<file path="config.mk">
export PLATFORM = sky130hd
export DESIGN_NAME = load_store_unit
export DESIGN_NICKNAME = d
export VERILOG_FILES = /design/src/rtl/load_store_unit_pkg.sv /design/src/rtl/lsu_align.sv /design/src/rtl/load_store_unit.sv
export SDC_FILE = /design/constraint.sdc
export NUM_CORES = 1
export LEC_CHECK = 0
export BUFFER_PORTS_ARGS = -buffer_cell sky130_fd_sc_hd__buf_2
export CAP_MARGIN = 20
export CORE_MARGIN = 4
export CORE_UTILIZATION = 35
export CTS_BUF_LIST = sky130_fd_sc_hd__clkbuf_8 sky130_fd_sc_hd__clkbuf_16
export DETAILED_ROUTE_END_ITERATION = 10
export SLEW_MARGIN = 25
export SYNTH_ARGS = -nofsm -noshare
export SYNTH_HDL_FRONTEND = slang
export SYNTH_SLANG_ARGS = --single-unit
</file>
<file path="constraint.sdc">
create_clock -name clk -period 2.95 [get_ports clk]
set_input_delay 0.1475 -clock clk [delete_from_list [all_inputs] [get_ports clk]]
set_output_delay 0.1475 -clock clk [all_outputs]
set_load 0.02 [all_outputs]
</file>
<file path="src/rtl/load_store_unit_pkg.sv">
// Shared RV32I memory-access definitions: funct3 width codes, LSU state
// encoding and the request legality check used at accept time.
package load_store_unit_pkg;

  localparam logic [2:0] LB  = 3'd0;
  localparam logic [2:0] LH  = 3'd1;
  localparam logic [2:0] LW  = 3'd2;
  localparam logic [2:0] LBU = 3'd4;
  localparam logic [2:0] LHU = 3'd5;
  localparam logic [2:0] SB  = 3'd0;
  localparam logic [2:0] SH  = 3'd1;
  localparam logic [2:0] SW  = 3'd2;

  typedef enum logic [2:0] {
    IDLE     = 3'd0,
    RD_ISSUE = 3'd1,
    RD_DATA  = 3'd2,
    WR       = 3'd3,
    RMW_RD   = 3'd4,
    RMW_DATA = 3'd5,
    DONE     = 3'd6
  } lsu_state_t;

  // True for misaligned accesses and for funct3 codes with no RV32I meaning.
  function automatic logic req_illegal(input logic       we,
                                       input logic [2:0] funct3,
                                       input logic [1:0] lane);
    logic illegal;
    if (we) begin
      illegal = (funct3 > SW) ||
                (funct3 == SH && lane[0]) ||
                (funct3 == SW && lane != 2'b00);
    end else begin
      illegal = (funct3 == 3'd3) || (funct3 >= 3'd6) ||
                ((funct3 == LH || funct3 == LHU) && lane[0]) ||
                (funct3 == LW && lane != 2'b00);
    end
    return illegal;
  endfunction

endpackage

</file>
<file path="src/rtl/lsu_align.sv">
// Combinational lane logic: extracts and extends a load from a read word,
// and merges byte/halfword store data into a read word.
module lsu_align
  import load_store_unit_pkg::*;
(
  input  logic [2:0]  funct3,
  input  logic [1:0]  lane,
  input  logic [31:0] read_word,
  input  logic [31:0] store_data,
  output logic [31:0] load_data,
  output logic [31:0] merged_word
);

  logic [7:0]  byte_sel;
  logic [15:0] half_sel;

  // NOTE: every output of a combinational block gets a default first so no
  // path through the case/if leaves it unassigned and infers a latch.
  always_comb begin
    byte_sel = read_word[{lane, 3'b000} +: 8];
    half_sel = lane[1] ? read_word[31:16] : read_word[15:0];
    case (funct3)
      LB:      load_data = {{24{byte_sel[7]}}, byte_sel};
      LBU:     load_data = {24'h0, byte_sel};
      LH:      load_data = {{16{half_sel[15]}}, half_sel};
      LHU:     load_data = {16'h0, half_sel};
      default: load_data = read_word;
    endcase
  end

  always_comb begin
    merged_word = read_word;
    if (funct3[1:0] == SB[1:0]) begin
      merged_word[{lane, 3'b000} +: 8] = store_data[7:0];
    end else if (funct3[1:0] == SH[1:0]) begin
      merged_word[{lane[1], 4'b0000} +: 16] = store_data[15:0];
    end else begin
      merged_word = store_data;
    end
  end

endmodule

</file>
<file path="src/rtl/load_store_unit.sv">
// Multi-cycle RV32I load/store unit in front of a word-only data memory;
// sub-word stores are done as read-modify-write.
module load_store_unit
  import load_store_unit_pkg::*;
#(
  parameter int MEM_ADDR_WIDTH = 32
) (
  input  logic        clk,
  input  logic        reset_n,
  input  logic        req_valid_i,
  input  logic        req_we_i,
  input  logic [2:0]  req_funct3_i,
  input  logic [31:0] req_addr_i,
  input  logic [31:0] req_wdata_i,
  output logic        busy_o,
  output logic        done_o,
  output logic        err_o,
  output logic [31:0] rdata_o,
  output logic [31:0] DMEM_addr_o,
  output logic [31:0] DMEM_data_o,
  input  logic [31:0] DMEM_data_i,
  output logic        DMEM_read_o,
  output logic        DMEM_write_o
);

  localparam logic [63:0] ADDR_MASK = (64'h1 << MEM_ADDR_WIDTH) - 64'h1;

  lsu_state_t  state, next_state;
  logic [31:0] addr_q;
  logic [2:0]  funct3_q;
  logic        we_q;
  logic [31:0] wdata_q;
  logic        err_q;
  logic [31:0] rdata_q;

  logic        accept;
  logic        req_err;
  logic [31:0] load_data;
  logic [31:0] merged_word;

  assign accept  = (state == IDLE) && req_valid_i;
  assign req_err = req_illegal(req_we_i, req_funct3_i, req_addr_i[1:0]);

  lsu_align u_align (
    .funct3      (funct3_q),
    .lane        (addr_q[1:0]),
    .read_word   (DMEM_data_i),
    .store_data  (wdata_q),
    .load_data   (load_data),
    .merged_word (merged_word)
  );

  // NOTE: sequential state uses non-blocking assignments so every register
  // samples pre-edge values; blocking here would create order-dependent races.
  always_ff @(posedge clk or negedge reset_n) begin
    if (!reset_n) state <= IDLE;
    else          state <= next_state;
  end

  always_comb begin
    next_state = state;
    case (state)
      IDLE: begin
        if (req_valid_i) begin
          if (req_err)              next_state = DONE;
          else if (!req_we_i)       next_state = RD_ISSUE;
          else if (req_funct3_i == SW) next_state = WR;
          else                      next_state = RMW_RD;
        end
      end
      RD_ISSUE: next_state = RD_DATA;
      RD_DATA:  next_state = DONE;
      RMW_RD:   next_state = RMW_DATA;
      RMW_DATA: next_state = WR;
      WR:       next_state = DONE;
      DONE:     next_state = IDLE;
      default:  next_state = IDLE;
    endcase
  end

  always_comb begin
    busy_o       = (state != IDLE);
    done_o       = (state == DONE);
    err_o        = (state == DONE) && err_q;
    rdata_o      = rdata_q;
    DMEM_read_o  = (state == RD_ISSUE) || (state == RMW_RD);
    DMEM_write_o = (state == WR);
    DMEM_addr_o  = 32'h0;
    DMEM_data_o  = 32'h0;
    if (DMEM_read_o || DMEM_write_o) begin
      DMEM_addr_o = {addr_q[31:2], 2'b00} & ADDR_MASK[31:0];
    end
    if (DMEM_write_o) begin
      DMEM_data_o = wdata_q;
    end
  end

  // NOTE: every datapath register is reset so an aborted access leaves no
  // stale address or data visible; this block holds no memory arrays.
  always_ff @(posedge clk or negedge reset_n) begin
    if (!reset_n) begin
      addr_q   <= 32'h0;
      funct3_q <= 3'h0;
      we_q     <= 1'b0;
      wdata_q  <= 32'h0;
      err_q    <= 1'b0;
      rdata_q  <= 32'h0;
    end else begin
      if (accept) begin
        addr_q   <= req_addr_i;
        funct3_q <= req_funct3_i;
        we_q     <= req_we_i;
        wdata_q  <= req_wdata_i;
        err_q    <= req_err;
        if (req_err) rdata_q <= 32'h0;
      end
      if (state == RD_DATA && !we_q) rdata_q <= load_data;
      // Write register is reused to hold the merged word for the RMW write.
      if (state == RMW_DATA) wdata_q <= merged_word;
    end
  end

endmodule

</file>
After elaboration in Yosys (flattened, before gate mapping)

Cells that the tools add are included.

Register bits after elaboration: 104
Bits of input ports: 103
Word-level logic and storage cells: 77

Add/subtract/negate cells: 2
$lt $le $gt $ge: 2
Equality and inequality tests: 16
Shift-type cells: 5
Mux-type cells: 19
Reductions and logical operators: 26

Operator list:

| cell                      | count |
|---|---|
| $mux W32                  | 9 |
| $pmux W32 S4              | 1 |
| $bwmux W32                | 2 |
| $shift A16 B7 Y32 const A | 1 |
| $shift A8 B7 Y32 const A  | 1 |
| $shiftx A16 B7 Y32        | 1 |
| $shiftx A32 B6 Y8         | 1 |
| $shiftx A8 B7 Y32         | 1 |
| $eq A3 B3 Y1 const B      | 6 |
| $mux W16                  | 1 |
| $pmux W3 S5               | 1 |
| $neg A5 Y7                | 2 |
| $eq A3 B2 Y1 const B      | 4 |
| $mux W3                   | 4 |
| $eq A3 B1 Y1 const B      | 3 |
| $logic_or A1 B1 Y1        | 8 |
| $reduce_bool A2 Y1        | 4 |
| $logic_and A1 B1 Y1       | 6 |
| $logic_not A3 Y1          | 2 |
| $reduce_and A2 Y1         | 2 |
| $ge A3 B3 Y1 const B      | 1 |
| $gt A3 B2 Y1 const B      | 1 |
| $ne A3 B1 Y1 const B      | 1 |
| $reduce_bool A3 Y1        | 1 |
| other kinds (6)           | 6 |

Depth between registers and ports, before layout

Depth in word-level cells: 9
Depth in mapped cells: 9

Modules after synthesis

From an unflattened synthesis, not the netlist that was laid out.

Cells, all modules: 719
Area, all modules: 6482.5 um^2

Modules (own cells, without submodules):

| module          | instances | cells each | area each (um^2) | seq. area each (um^2) |
|---|---|---|---|---|
| load_store_unit | 1         | 463        | 4834.6           | 2602.5 |
| lsu_align       | 1         | 256        | 1647.8           | 0.0 |

Worst setup path before layout

Ideal clock, no wire load.

Path type: register to register
From: register addr_q[1]
To: register wdata_q[10]
Library setup time: 0.126 ns
Data arrival time: 2.082 ns
Required time: 2.824 ns
Slack: 0.741 ns
Cell stages (with the launch flop): 10
Path buffers: 3
Cells stage by stage: dfrtp_1 > buf_2 > buf_1 > inv_1 > ha_1 > and3b_1 > clkbuf_1 > nand3_1 > a21oi_1 > o32a_1

Word-level cells in the longest chain between the ends: 6
Elaborated cells between the ends (all ways): 11

Ends and longest elaborated chain:

| element                                                        | line                   | source |
|---|---|---|
| start, declared                                                | load_store_unit.sv:29  | `logic [31:0] addr_q;` |
| start signal, assigned                                         | load_store_unit.sv:110 | `addr_q <= req_addr_i;` |
| $neg A5 Y7                                                     | lsu_align.sv:36        | `merged_word[{lane[1], 4'b0000} +: 16] = store_data[15:0];` |
| $shiftx A16 B7 Y32 / $shift A16 B7 Y32 (equally long branches) | lsu_align.sv:36        |  |
| $bwmux W32                                                     | lsu_align.sv:36        |  |
| $mux W32                                                       | lsu_align.sv:35        | `end else if (funct3[1:0] == SH[1:0]) begin` |
| $mux W32 (*)                                                   | lsu_align.sv:33        | `if (funct3[1:0] == SB[1:0]) begin` |
| $mux W32 (*)                                                   | load_store_unit.sv:119 | `if (state == RMW_DATA) wdata_q <= merged_word;` |
| end signal, assigned                                           | load_store_unit.sv:113 | `wdata_q <= req_wdata_i;` |
| end signal, assigned                                           | load_store_unit.sv:119 |  |
| end, declared                                                  | load_store_unit.sv:32  | `logic [31:0] wdata_q;` |

Mark *: on every way between the ends. The rest lies on a longest branch, timed or not. The select of a mux whose other input is x is not followed.
A chain may end at the register's enable or synchronous reset.

Worst setup path after layout

From: register addr_q[0]
To: register wdata_q[25]

Word-level cells in the longest chain between the ends: 5
Elaborated cells between the ends (all ways): 6

Ends and longest elaborated chain:

| element                                                      | line                   | source |
|---|---|---|
| $neg A5 Y7 (*)                                               | lsu_align.sv:34        | `merged_word[{lane, 3'b000} +: 8] = store_data[7:0];` |
| $shiftx A8 B7 Y32 / $shift A8 B7 Y32 (equally long branches) | lsu_align.sv:34        |  |
| $bwmux W32 (*)                                               | lsu_align.sv:34        |  |
| $mux W32 (*)                                                 | lsu_align.sv:33        |  |
| $mux W32 (*)                                                 | load_store_unit.sv:119 |  |

Mark *: on every way between the ends. The rest lies on a longest branch, timed or not.

==> results.py <==
metrics = {
    "drt": {
        "wl_per_cell_um": 20.5,
        "dr.pass1.iters": 5,
        "post-route-drc-count": 0,
        "vias": 5393,
        "routed_wl_mm": 20.2,
        "drtIter0Drc": 358,
        "ant_nets": 0,
        "via_per_inst": 5.49,
    },
    "finish": {
        "drive_above_1_share_pct": 37.3,
        "diodes": 0,
        "final_util_pct": 44.9,
        "layout.nets": 867,
        "fin_area_um2": 7470,
        "areaGrowthSynthToFinish_pct": 25.4,
    },
    "hold_path": {
        "hold_path_class": "input pin to flip-flop",
        "min_from": "req_addr_i[2]",
    },
    "logic_synthesis": {
        "synth_area_leader_cell": "dfrtp_1",
        "synth_top_family_by_area": "compound AO/OA/AOI/OAI gates",
        "synthesis.area_um2": 5960,
        "synth_top_area_share_pct": 43.7,
        "synth_commonest_cells": "dfrtp_1, and2_1, nor2_1",
        "synth-seq-area-share_pct": 43.7,
        "yosys.area_share.adder_pct": 1.05,
        "ys_ff_latch": 104,
        "async_flop_share_pct": 100,
        "yosys.area_share.simple_pct": 15.9,
        "synthXorXnorAreaFrac_pct": 0,
        "synth_compound_area_share_pct": 24.0,
        "synth_warnings": 0,
        "synthMuxAreaShare_pct": 11.2,
        "synth_ff_type": "dfrtp_1",
        "synth_edf_count": 0,
        "synthTopCellsByArea": "dfrtp_1, mux2_2, and2_1",
        "yosysMostFrequentCell": "dfrtp_1",
        "syn_area_per_cell_um2": 10.3,
        "postSynthCellCount": 576,
        "yosysUniqueCellTypes": 59,
    },
    "sta": {
        "min_period_ps": 2220,
        "finalHoldViolCount": 0,
        "max_clock_freq_mhz": 451,
        "tns_ps": 0,
        "grt_setup_unrepaired": "false",
        "final.setup.worst_slack_ps": 731,
        "tightestPinTransition_ps": 736,
        "finClkSkew_ps": 4.61,
        "drv_slew": 0,
        "timing.final.crit_share_pct": 75.2,
        "slew_headroom_pct": 50.7,
        "finalSetupViolations": 0,
    },
    "cts": {
        "h-tree-depth": 3,
        "clk_pin_slew_worst_paths_ps": 70,
        "clock_path_buffers": 2,
        "cts_sinks": 104,
        "clock_latency_ps": 350,
        "numCtsBuffers": 9,
        "cts_tree": "built",
        "root_buffer": "clkbuf_16",
        "ctsResizeCount": 0,
    },
    "outcome": {
        "status": "finished, final reports clean",
    },
    "setup_path": {
        "critical_path_class": "flip-flop to flip-flop",
        "cp-end-kind": "flip-flop",
        "required_ps": 3220,
        "cp_data_arrival_time_ps": 2490,
        "crit_path_max_fanout": 9,
        "start_kind": "flip-flop",
        "r2r_start": "addr_q[0]",
        "critPathLaunch": "addr_q[0]",
    },
    "power_and_ir_drop": {
        "ir_worst_vdd_mv": 0.521,
        "total_power_mw": 8.08,
        "p_leak_nw": 3.53,
        "p_per_area_nw_per_um2": 1080,
    },
    "global_routing": {
        "globalRouteOverflowTotal": 0,
        "antenna_found_initial": 1,
        "track_usage_pct": 20.6,
        "grt_pass1_wl_mm": 31.5,
        "grt_pass1_vias": 5431,
        "grt_max_degree": 54,
    },
    "floorplan": {
        "start_util_pct": 35.8,
        "num_rows": 47,
        "dieWidth_um": 138,
        "die_y_um": 138,
        "die-area_um2": 19200,
        "core_um2": 16600,
        "ios": 204,
    },
    "placement": {
        "io_buffers": 201,
        "place.gp.congestion": 0.860,
        "post_dp_cell_area_um2": 7140,
        "place_hpwl_mm": 15.2,
        "pre_cts_ws_ps": 751,
    },
    "job": {
        "cap_violations": 0,
    },
}
repair_timing:
action | CTS | global route
hold endpoints to repair | 53 | 0
setup buffers | 0 | 0
hold buffers | 2 | 0
cell usage in the layout (no fill, tap or decap), drive strengths merged, types with 19 or more instances in the layout:
cell,count
nor2,42
mux2,50
dfrtp,104
buf,214
and2,62
a22o,24
o21ai,29
a21o,19
a21oi,25
a31oi,24
final timing paths:
| path | cells after the start | slack [ps] | endpoint |
|---|---|---|---|
| worst max register to register | 6 | 730 | wdata_q[25] |
| worst min-delay path | 2 | 20 | addr_q[2] |
| worst min register to register | 1 | 480 | rdata_o[7] |
| min in group asynchronous | 2 | 380 | wdata_q[25] |
| max in group asynchronous | 3 | 1820 | wdata_q[5] |
| worst max-delay path | 6 | 730 | wdata_q[25] |
final cells by class:
| cell class | instances | area, um2 |
|---|---|---|
| multi-input combinational | 422 | 3120 |
| tap | 220 | 275 |
| clock inverter | 5 | 83.8 |
| clock buffer | 9 | 225 |
| timing repair buffer | 216 | 1140 |
| fill | 1628 | 9170 |
| inverter | 6 | 22.5 |
| sequential | 104 | 2600 |
where the power goes:
group	switching, mW	total [mW]	internal [mW]
Clock	0.556	1.29	0.737
Combinational	2.41	4.12	1.71
Sequential	0.594	2.67	2.07
Total	3.56	8.08	4.52
worst max-delay path, stage by stage (launching register included):
cell and delay, ps:
dfrtp_1 520, inv_1 160, ha_1 360, nand4bb_1 220
nor3_2 450, a22oi_1 200, a31oi_1 230
metrics by stage:
stage	hold WS [ps]	instances
5_1_grt	14.2	982
4_1_cts	4.36	982
3_5_place_dp	256	966
2_1_floorplan	-148	577
6_report	16.1	982
3_3_place_gp	242	966
cells by family (layout without fill, tap and decap cells):
| kind of cell | Yosys count | count (layout) |
|---|---|---|
| multiplexers | 58 | 58 |
| other | 1 | 2 |
| AO/OA/AOI/OAI | 194 | 194 |
| adder cells (fa/ha/maj) | 5 | 5 |
| AND/OR/NAND/NOR | 163 | 163 |
| flip-flops | 104 | 104 |
| buffers and inverters | 51 | 236 |
metal layers:
| layer | GRT usage, % | vias up | wire length, um | share of wire (%) |
|---|---|---|---|---|
| met5 | 0 | - | 13 | 0.064 |
| met1 | 28.0 | 2641 | 8880 | 44 |
| li1 | - | 2496 | - | - |
| met3 | 5.63 | 25 | 1580 | 7.8 |
| met2 | 32.6 | 229 | 9410 | 47 |
| met4 | 5.20 | 2 | 303 | 1.5 |
registers in the layout (all words and copies together) (netlist names):
name      count
addr_q       32
rdata_o      32
wdata_q      32
funct3_q      3
state         3
err_q         1
we_q          1
No activity file was read; power rests on OpenSTA's default activity.
